**src/rtl/fetch_decode_unit.sv**
```systemverilog
// fetch_decode_unit
//   Fetch and pre-decode stage of the multicycle RV64I core. Holds the PC,
//   reads one instruction word per instruction over a req/ack handshake,
//   latches it into the instruction register and classifies its opcode into
//   the immediate-format select used by the immediate generator.
//
// Handshakes:
//   imem_req/imem_ack: imem_req is high for the whole FETCH state with
//     imem_addr = pc held stable; the word is taken on the first rising edge
//     with imem_req=1 and imem_ack=1. imem_ack while imem_req=0 is ignored.
//   inst_valid/advance: inst_valid=1 means inst/imm_sel/illegal/pc are
//     stable; the sequencer releases the instruction with advance=1 (and
//     optionally pc_load=1 to redirect). advance/pc_load are ignored while
//     inst_valid=0.
//
// Ports:
//   clk, rst_n     clock, synchronous active-low reset
//   imem_req       instruction memory read request
//   imem_addr      read address (equals pc)
//   imem_ack       read data returned this cycle
//   imem_rdata     32-bit instruction word
//   advance        fetch the next instruction
//   pc_load        with advance: redirect to pc_target (low two bits dropped)
//   pc_target      branch/jump target
//   pc             address of the held instruction
//   inst           held instruction, zero-extended to XLEN
//   imm_sel        immediate format: 0=I 1=S 2=SB 3=U 4=UJ
//   inst_valid     inst/imm_sel/illegal valid and stable
//   illegal        opcode outside the supported set
//   fsm_state      debug view of the FSM: 0=IDLE 1=FETCH 2=DECODE 3=HOLD
module fetch_decode_unit #(
  parameter int XLEN = 64,
  parameter logic [XLEN-1:0] RESET_PC = '0
) (
  input  logic            clk,
  input  logic            rst_n,
  output logic            imem_req,
  output logic [XLEN-1:0] imem_addr,
  input  logic            imem_ack,
  input  logic [31:0]     imem_rdata,
  input  logic            advance,
  input  logic            pc_load,
  input  logic [XLEN-1:0] pc_target,
  output logic [XLEN-1:0] pc,
  output logic [XLEN-1:0] inst,
  output logic [2:0]      imm_sel,
  output logic            inst_valid,
  output logic            illegal,
  output logic [1:0]      fsm_state
);

  typedef enum logic [1:0] {
    IDLE   = 2'd0,
    FETCH  = 2'd1,
    DECODE = 2'd2,
    HOLD   = 2'd3
  } state_t;

  localparam logic [2:0] IMM_I  = 3'd0;
  localparam logic [2:0] IMM_S  = 3'd1;
  localparam logic [2:0] IMM_SB = 3'd2;
  localparam logic [2:0] IMM_U  = 3'd3;
  localparam logic [2:0] IMM_UJ = 3'd4;

  localparam logic [XLEN-1:0] PC_STEP = XLEN'(4);

  state_t          state;
  state_t          state_next;
  logic [2:0]      dec_sel;
  logic            dec_illegal;
  logic [XLEN-1:0] target_aligned;

  // Target low bits are dropped by alignment; keep them visibly consumed.
  logic unused_target_bits;
  assign unused_target_bits = ^pc_target[1:0];

  assign target_aligned = {pc_target[XLEN-1:2], 2'b00};

  // Outputs are decoded from the state register, so they change only on
  // clock edges (req rises the cycle after IDLE, valid only in HOLD).
  assign imem_req   = (state == FETCH);
  assign imem_addr  = pc;
  assign inst_valid = (state == HOLD);
  assign fsm_state  = state;

  // Opcode classification of the held word. Full 7-bit compares also reject
  // compressed encodings (inst[1:0] != 2'b11).
  always_comb begin
    dec_sel     = IMM_I;
    dec_illegal = 1'b0;
    case (inst[6:0])
      7'b0000011, 7'b0010011, 7'b0011011,
      7'b1100111, 7'b1110011:              dec_sel = IMM_I;
      7'b0100011:                          dec_sel = IMM_S;
      7'b1100011:                          dec_sel = IMM_SB;
      7'b0110111, 7'b0010111:              dec_sel = IMM_U;
      7'b1101111:                          dec_sel = IMM_UJ;
      7'b0110011, 7'b0111011:              dec_sel = IMM_I;
      default:                             dec_illegal = 1'b1;
    endcase
  end

  always_comb begin
    state_next = state;
    case (state)
      IDLE:    state_next = FETCH;
      FETCH:   if (imem_ack) state_next = DECODE;
      DECODE:  state_next = HOLD;
      HOLD:    if (advance) state_next = FETCH;
      default: state_next = IDLE;
    endcase
  end

  always_ff @(posedge clk) begin
    if (!rst_n) begin
      state   <= IDLE;
      pc      <= RESET_PC;
      inst    <= '0;
      imm_sel <= IMM_I;
      illegal <= 1'b0;
    end else begin
      state <= state_next;
      case (state)
        FETCH: begin
          if (imem_ack) inst <= {{(XLEN-32){1'b0}}, imem_rdata};
        end
        DECODE: begin
          imm_sel <= dec_sel;
          illegal <= dec_illegal;
        end
        HOLD: begin
          // pc+4 wraps naturally at 2^XLEN.
          if (advance) pc <= pc_load ? target_aligned : pc + PC_STEP;
        end
        default: ;
      endcase
    end
  end

endmodule

```
**config.mk**
```make
export PLATFORM = sky130hd
export DESIGN_NAME = fetch_decode_unit
export DESIGN_NICKNAME = d
export VERILOG_FILES = /design/src/rtl/fetch_decode_unit.sv
export SDC_FILE = /design/constraint.sdc
export NUM_CORES = 1
export LEC_CHECK = 0
export CORE_MARGIN = 4
export CORE_UTILIZATION = 38
export CTS_CLUSTER_SIZE = 14
export DETAILED_ROUTE_END_ITERATION = 12
export PLACE_DENSITY = 0.77
export SKIP_CTS_REPAIR_TIMING = 1
export SLEW_MARGIN = 20
export SYNTH_ARGS = -nofsm -noshare
export SYNTH_HDL_FRONTEND = slang
export SYNTH_SLANG_ARGS = --single-unit
```
**constraint.sdc**
```tcl
create_clock -name clk -period 2.35 [get_ports clk]
set_input_delay 0.47 -clock clk [delete_from_list [all_inputs] [get_ports clk]]
set_output_delay 0.47 -clock clk [all_outputs]
set_load 0.05 [all_outputs]
```
==> flow_summary.toml, run 1 <==
[outcome]
status = "finished, final reports clean"

[grt]
grt.busiest_layer = "met2"
grt_pass1_wl_um = 37700
antenna_found_initial = 0
met2_usage_pct = 39.5
grtUsageMet3_pct = 8.06
grt_usage_pct = 23.6
grt_max_degree = 86
first_global_vias = 7083
grt_use_met1_pct = 28.7
overflow = 0

[clock_tree]
cts_buffers = 9
clockBufferDepth = 2
cts_tree = "built"
clk_pin_slew_ps = 70
htreeDepth = 3
insertion_delay_ps = 350
clock_sinks = 100
cts-root-buf = "clkbuf_16"

[run]
cap_violations = 0

[worst_hold_path]
hold_start = "inst[20]"
hold_depth = 2
hp-class = "reg -> reg"

[yosys]
ys_ff_latch = 100
async_reset_ff_share_pct = 0
yosysMostFrequentCell = "nand2_1"
netlist_top_cells_count = "nand2_1 (142), dfxtp_1 (100), buf_4 (98)"
synth_area_per_cell_um2 = 7.30
synth_ff_type = "dfxtp_1"
yosysUniqueCellTypes = 72
synth-edff-count = 0
yosysTopAreaCell = "dfxtp_1"
syn_inst = 902
yosysWarnings = 0
netlist_area_um2 = 6580
synthTopCellsByArea = "dfxtp_1 (30%), buf_4 (11%), nand2_1 (8.1%)"
synth_top_cell_area_share_pct = 30.4
seq_area_frac_synth_pct = 30.4

[final_layout]
diodes = 0
fin_util_pct = 58.1
drive_gt1_share_pct = 16.0
syn_to_final_growth_pct = 47.9
layout.cells.non_filler = 1371
final_nets = 1252

[die]
dieArea_um2 = 19500
fp-row-count = 47
die_x_um = 140
start_util_pct = 39.3
pin_count = 301
core_area_um2 = 16800
die_y_um = 140

[timing]
relSlewSlack_pct = 63.8
fmax_ghz = 0.434
skew_ps = 6.18
hold_viol = 0
rsz0062_at_grt = "true"
drv_slew = 0
tns_ps = 0
whs_ps = 455
tightest_slew_ps = 541
setup_viol = 0
period_needed_ps = 2300
fin_crit_sh_pct = 97.9

[setup_path]
r2r_start = "imem_addr[34]"
critical_path_depth = 7
startpoint_type = "flop"
crit_required_ps = 2630
cp_max_fo = 5
cp-startpoint = "imem_addr[34]"
reg2reg_slack_ps = 50
r2r_cells = 7
critPathCaptureType = "flop"
timing.rr.end = "imem_addr[46]"
crit_family = "simple AND/OR/NAND/NOR gates"
critPathMaxStageDelay_ps = 420
crit_buf_inv = 2
crit_path_end = "imem_addr[46]"
critPathSlowestCell = "nor4_4"
critical_path_arrival_ps = 2580
critPathKind = "reg -> reg"
cp_cell_sequence = "buf_4 -> nand4_1 -> nor4_4 -> nand4_1 -> buf_4 -> o41a_1 -> o22ai_1"

[route]
drt_iter0_drc = 667
ant_nets = 0
via_count = 7613
via_per_inst = 5.55
wire_per_inst_um = 17.4
drc = 0
routed_wl_um = 23900
dr.pass1.iters = 5

[power_and_ir_drop]
p_leak_nw = 3.44
ir_worst_vdd_v = 0.000461
power_w = 0.00519
power_density_nw_per_um2 = 533

[placed_design]
io_buffers = 262
gp_congestion = 0.960
placedCellCount = 1349
hpwl_um = 18000
==> power breakdown <==
| group | total (W) | switching, W | internal, W |
|---|---|---|---|
| clock | 0.00144 | 0.000687 | 0.000751 |
| sequential | 0.00193 | 0.000120 | 0.00181 |
| combinational | 0.00182 | 0.00119 | 0.000628 |
| total | 0.00519 | 0.00200 | 0.00319 |
==> worst reg2reg max path, stage by stage, from the launching register on <==
cell and delay [ps]:
dfxtp_2 370, buf_4 140, nand4_1 190, nor4_4 420
nand4_1 350, buf_4 260, o41a_1 370, o22ai_1 140
==> layout make-up <==
| type | instances | area (um2) |
|---|---|---|
| tap | 220 | 275 |
| clock inverter | 5 | 35.0 |
| timing repair buffer | 353 | 3330 |
| clock buffer | 11 | 243 |
| inverter | 20 | 75.1 |
| fill | 1561 | 7020 |
| multi-input combinational | 662 | 3720 |
| sequential | 100 | 2060 |
==> logic make-up after synthesis <==
logic type      share of synthesized area (%)
flops                                    30.4
mux                                      1.39
other cells                            0.0570
buf+inv                                  16.3
fa+ha+maj                                1.10
simple gates                             28.7
compound gates                           22.0
==> flip-flops by register name (all words and copies together), names as in the netlist <==
name and flops:
imem_addr 62, inst 32, illegal 1, imm_sel 3
fsm_state 2
==> stage by stage <==
stage / setup slack (ps) / cell area [um2]
finish: 48.5 / 9740
detailed placement: 5.35 / 9340
global route: -50.6 / 9740
global placement: 13.5 / 9340
CTS: -25.2 / 9620
floorplan: -69.8 / 6780
==> layout by cell type, fill, tap and decap left out, types with 4 or more instances in the layout <==
cell type,n
nor4_1,8
o41a_1,4
or4_1,5
a22o_1,4
clkbuf_16,9
o22ai_1,12
a22oi_1,9
or2_2,4
inv_1,19
o21a_1,4
o21ai_0,38
nand3_1,45
clkdlybuf4s50_1,258
or3_1,7
a21oi_1,84
buf_4,91
o221a_2,4
a21o_1,5
nand2_1,141
o211ai_1,6
nor2_1,63
dfxtp_1,63
mux2i_1,8
nor4_2,6
a31oi_1,17
nor3_1,29
and3_1,17
conb_1,36
nand4_1,26
o31ai_1,6
o41ai_1,6
dfxtp_2,34
==> layer usage <==
metal  part of all wire [%]  vias up
met5                      0        -
met3                     11       45
met2                     47      425
met4                    2.3        0
met1                     39     3541
li1                       -     3602
==> how the worst min path moves through the flow <==
stage / to
after floorplan: imem_addr[3]
after global placement: inst[8]
after detailed placement: inst[25]
after CTS: inst[12]
after global routing: inst[7]
final: inst[20]
Power figures use the tool's default switching activity.
==> run 2, diff against run 1 <==
CTS_CLUSTER_SIZE = not set   (was 14)
PLACE_DENSITY = not set   (was 0.77)
PLACE_DENSITY_LB_ADDON = 0.05   (was not set)
SLEW_MARGIN = not set   (was 20)
==> flow_summary.toml, run 2 (synthesized netlist as in run 1, its figures left out) <==
[outcome]
status = "finished, final reports clean"

[power_and_ir_drop]
ir_worst_vdd_v = 0.000444
power_density_nw_per_um2 = 543
p_int_w = 0.00322
p_leak_nw = 3.43
p_sw_share_pct = 38.9
seqPwrFrac_pct = 36.4
power_frac_comb_pct = 35.0
switchingPower_w = 0.00205
power_frac_clock_pct = 28.6

[clock_tree]
htreeDepth = 3
clockBufferDepth = 2
cts_tree = "built"
cts_buffers = 9
insertion_delay_ps = 360
clock_sinks = 100
clk_pin_slew_ps = 70
cts-root-buf = "clkbuf_16"

[timing]
fin_crit_sh_pct = 96.8
drv_slew = 0
relSlewSlack_pct = 61.8
hold_viol = 0
tightest_slew_ps = 571
rsz0062_at_grt = "false"
period_needed_ps = 2270
setup_viol = 0
fmax_ghz = 0.440
skew_ps = 7.74
tns_ps = 0

[setup_path]
timing.rr.end = "imem_addr[40]"
r2r_cells = 8
crit_family = "buffers and inverters"
critical_path_depth = 1
cp-startpoint = "imem_addr[47]"
critical_path_arrival_ps = 1800
critPathSlowestCell = "clkdlybuf4s50_1"
critPathCaptureType = "output pin"
reg2reg_slack_ps = 80
critPathMaxStageDelay_ps = 890
crit_path_end = "imem_addr[47]"
crit_buf_inv = 1
r2r_start = "imem_addr[3]"
crit_required_ps = 1880
cp_cell_sequence = "clkdlybuf4s50_1"
startpoint_type = "flop"
cp_max_fo = 10
critPathKind = "reg -> out"

[final_layout]
postLayoutCellArea_um2 = 9720
final_nets = 1247
most-common-layout-cells = "clkdlybuf4s50_1 (258), nand2_1 (141), a21oi_1 (84), buf_4 (84)"
diodes = 0
multi_input_area_um2 = 3690
fin_util_pct = 58.0
fill_cells = 1634
layout_commonest_cell = "clkdlybuf4s50_1"
drive_gt1_share_pct = 15.5
syn_to_final_growth_pct = 47.7
largest_register_ffs = 62
final-seq-area_um2 = 2060

[route]
drt_iter0_drc = 519
via_per_inst = 5.36
routed_wl_um = 24200
dr.pass1.iters = 5
ant_nets = 0
drc = 0
wire_per_inst_um = 17.7
via_count = 7324

[die]
die_y_um = 140
dieArea_um2 = 19500
die_x_um = 140
start_util_pct = 39.3
fp-row-count = 47
pin_count = 301
core_area_um2 = 16800

[grt]
met2_usage_pct = 37.7
first_global_vias = 6788
overflow = 0
grt_use_met1_pct = 31.1
grt_pass1_wl_um = 37600
antenna_found_initial = 1
grt.busiest_layer = "met2"
grt_usage_pct = 23.7
grt_max_degree = 86
grtUsageMet3_pct = 8.89

[placed_design]
placed_area_um2 = 9380
io_buffers = 262
gp_congestion = 0.868
hpwl_um = 18000

[worst_hold_path]
hp-class = "reg -> reg"
hold_start = "inst[31]"

[run]
cap_violations = 0
==> run 2: cell types whose count changed in the layout (fill, tap and decap cells not counted), sizes merged <==
cell,before,now
inv,22,23
buf,93,90
clkinv,1,3
clkinvlp,2,0
dlymetal6s2s,2,0
clkbuf,11,10
==> run 2: power groups by stage <==
stage | Clock, W | Combinational, W | Sequential, W
final | 0.00151 | 0.00185 | 0.00192
after global routing | 0.00161 | 0.00197 | 0.00194
after global placement | 0 | 0.00185 | 0.00196
after detailed placement | 0 | 0.00185 | 0.00196
after CTS | 0.00154 | 0.00186 | 0.00192
after floorplan | 0 | 0.000862 | 0.00235
==> run 2: worst min path at each step <==
stage / to / slack, ps / depth (start not counted)
after detailed placement: inst[11] / 450 / 2
after CTS: inst[11] / 460 / 2
after global routing: inst[31] / 470 / 2
after floorplan: imem_addr[3] / 600 / 2
final: inst[31] / 450 / 2
after global placement: inst[28] / 440 / 2
==> run 2: area by class of cell <==
class | instances | area share (%)
Timing Repair Buffer | 348 | 34.3
Clock inverter | 6 | 0.566
Clock buffer | 10 | 2.46
Tap cell | 220 | 2.83
Inverter | 20 | 0.772
Multi-Input combinational cell | 662 | 37.9
Sequential cell | 100 | 21.1
==> run 2: routing by layer <==
layer	vias to the layer above	share of wire [%]
li1	3601	-
met1	3364	43
met2	336	45
met3	21	11
met4	2	1.0
met5	-	0.054
==> run 2: metrics by stage <==
stage,power (W),hold slack (ps),cells,worst slack [ps]
floorplan,0.00321,597,937,-69.8
global placement,0.00381,441,1348,65.5
detailed placement,0.00381,446,1348,46.6
CTS,0.00533,456,1364,27.0
global route,0.00552,471,1366,5.50
finish,0.00528,454,1366,76.0
==> run 2: worst min-delay path, cell delays in order (launching register included) <==
cell and delay [ps]:
dfxtp_1 310, nand2_1 50, a21oi_1 50
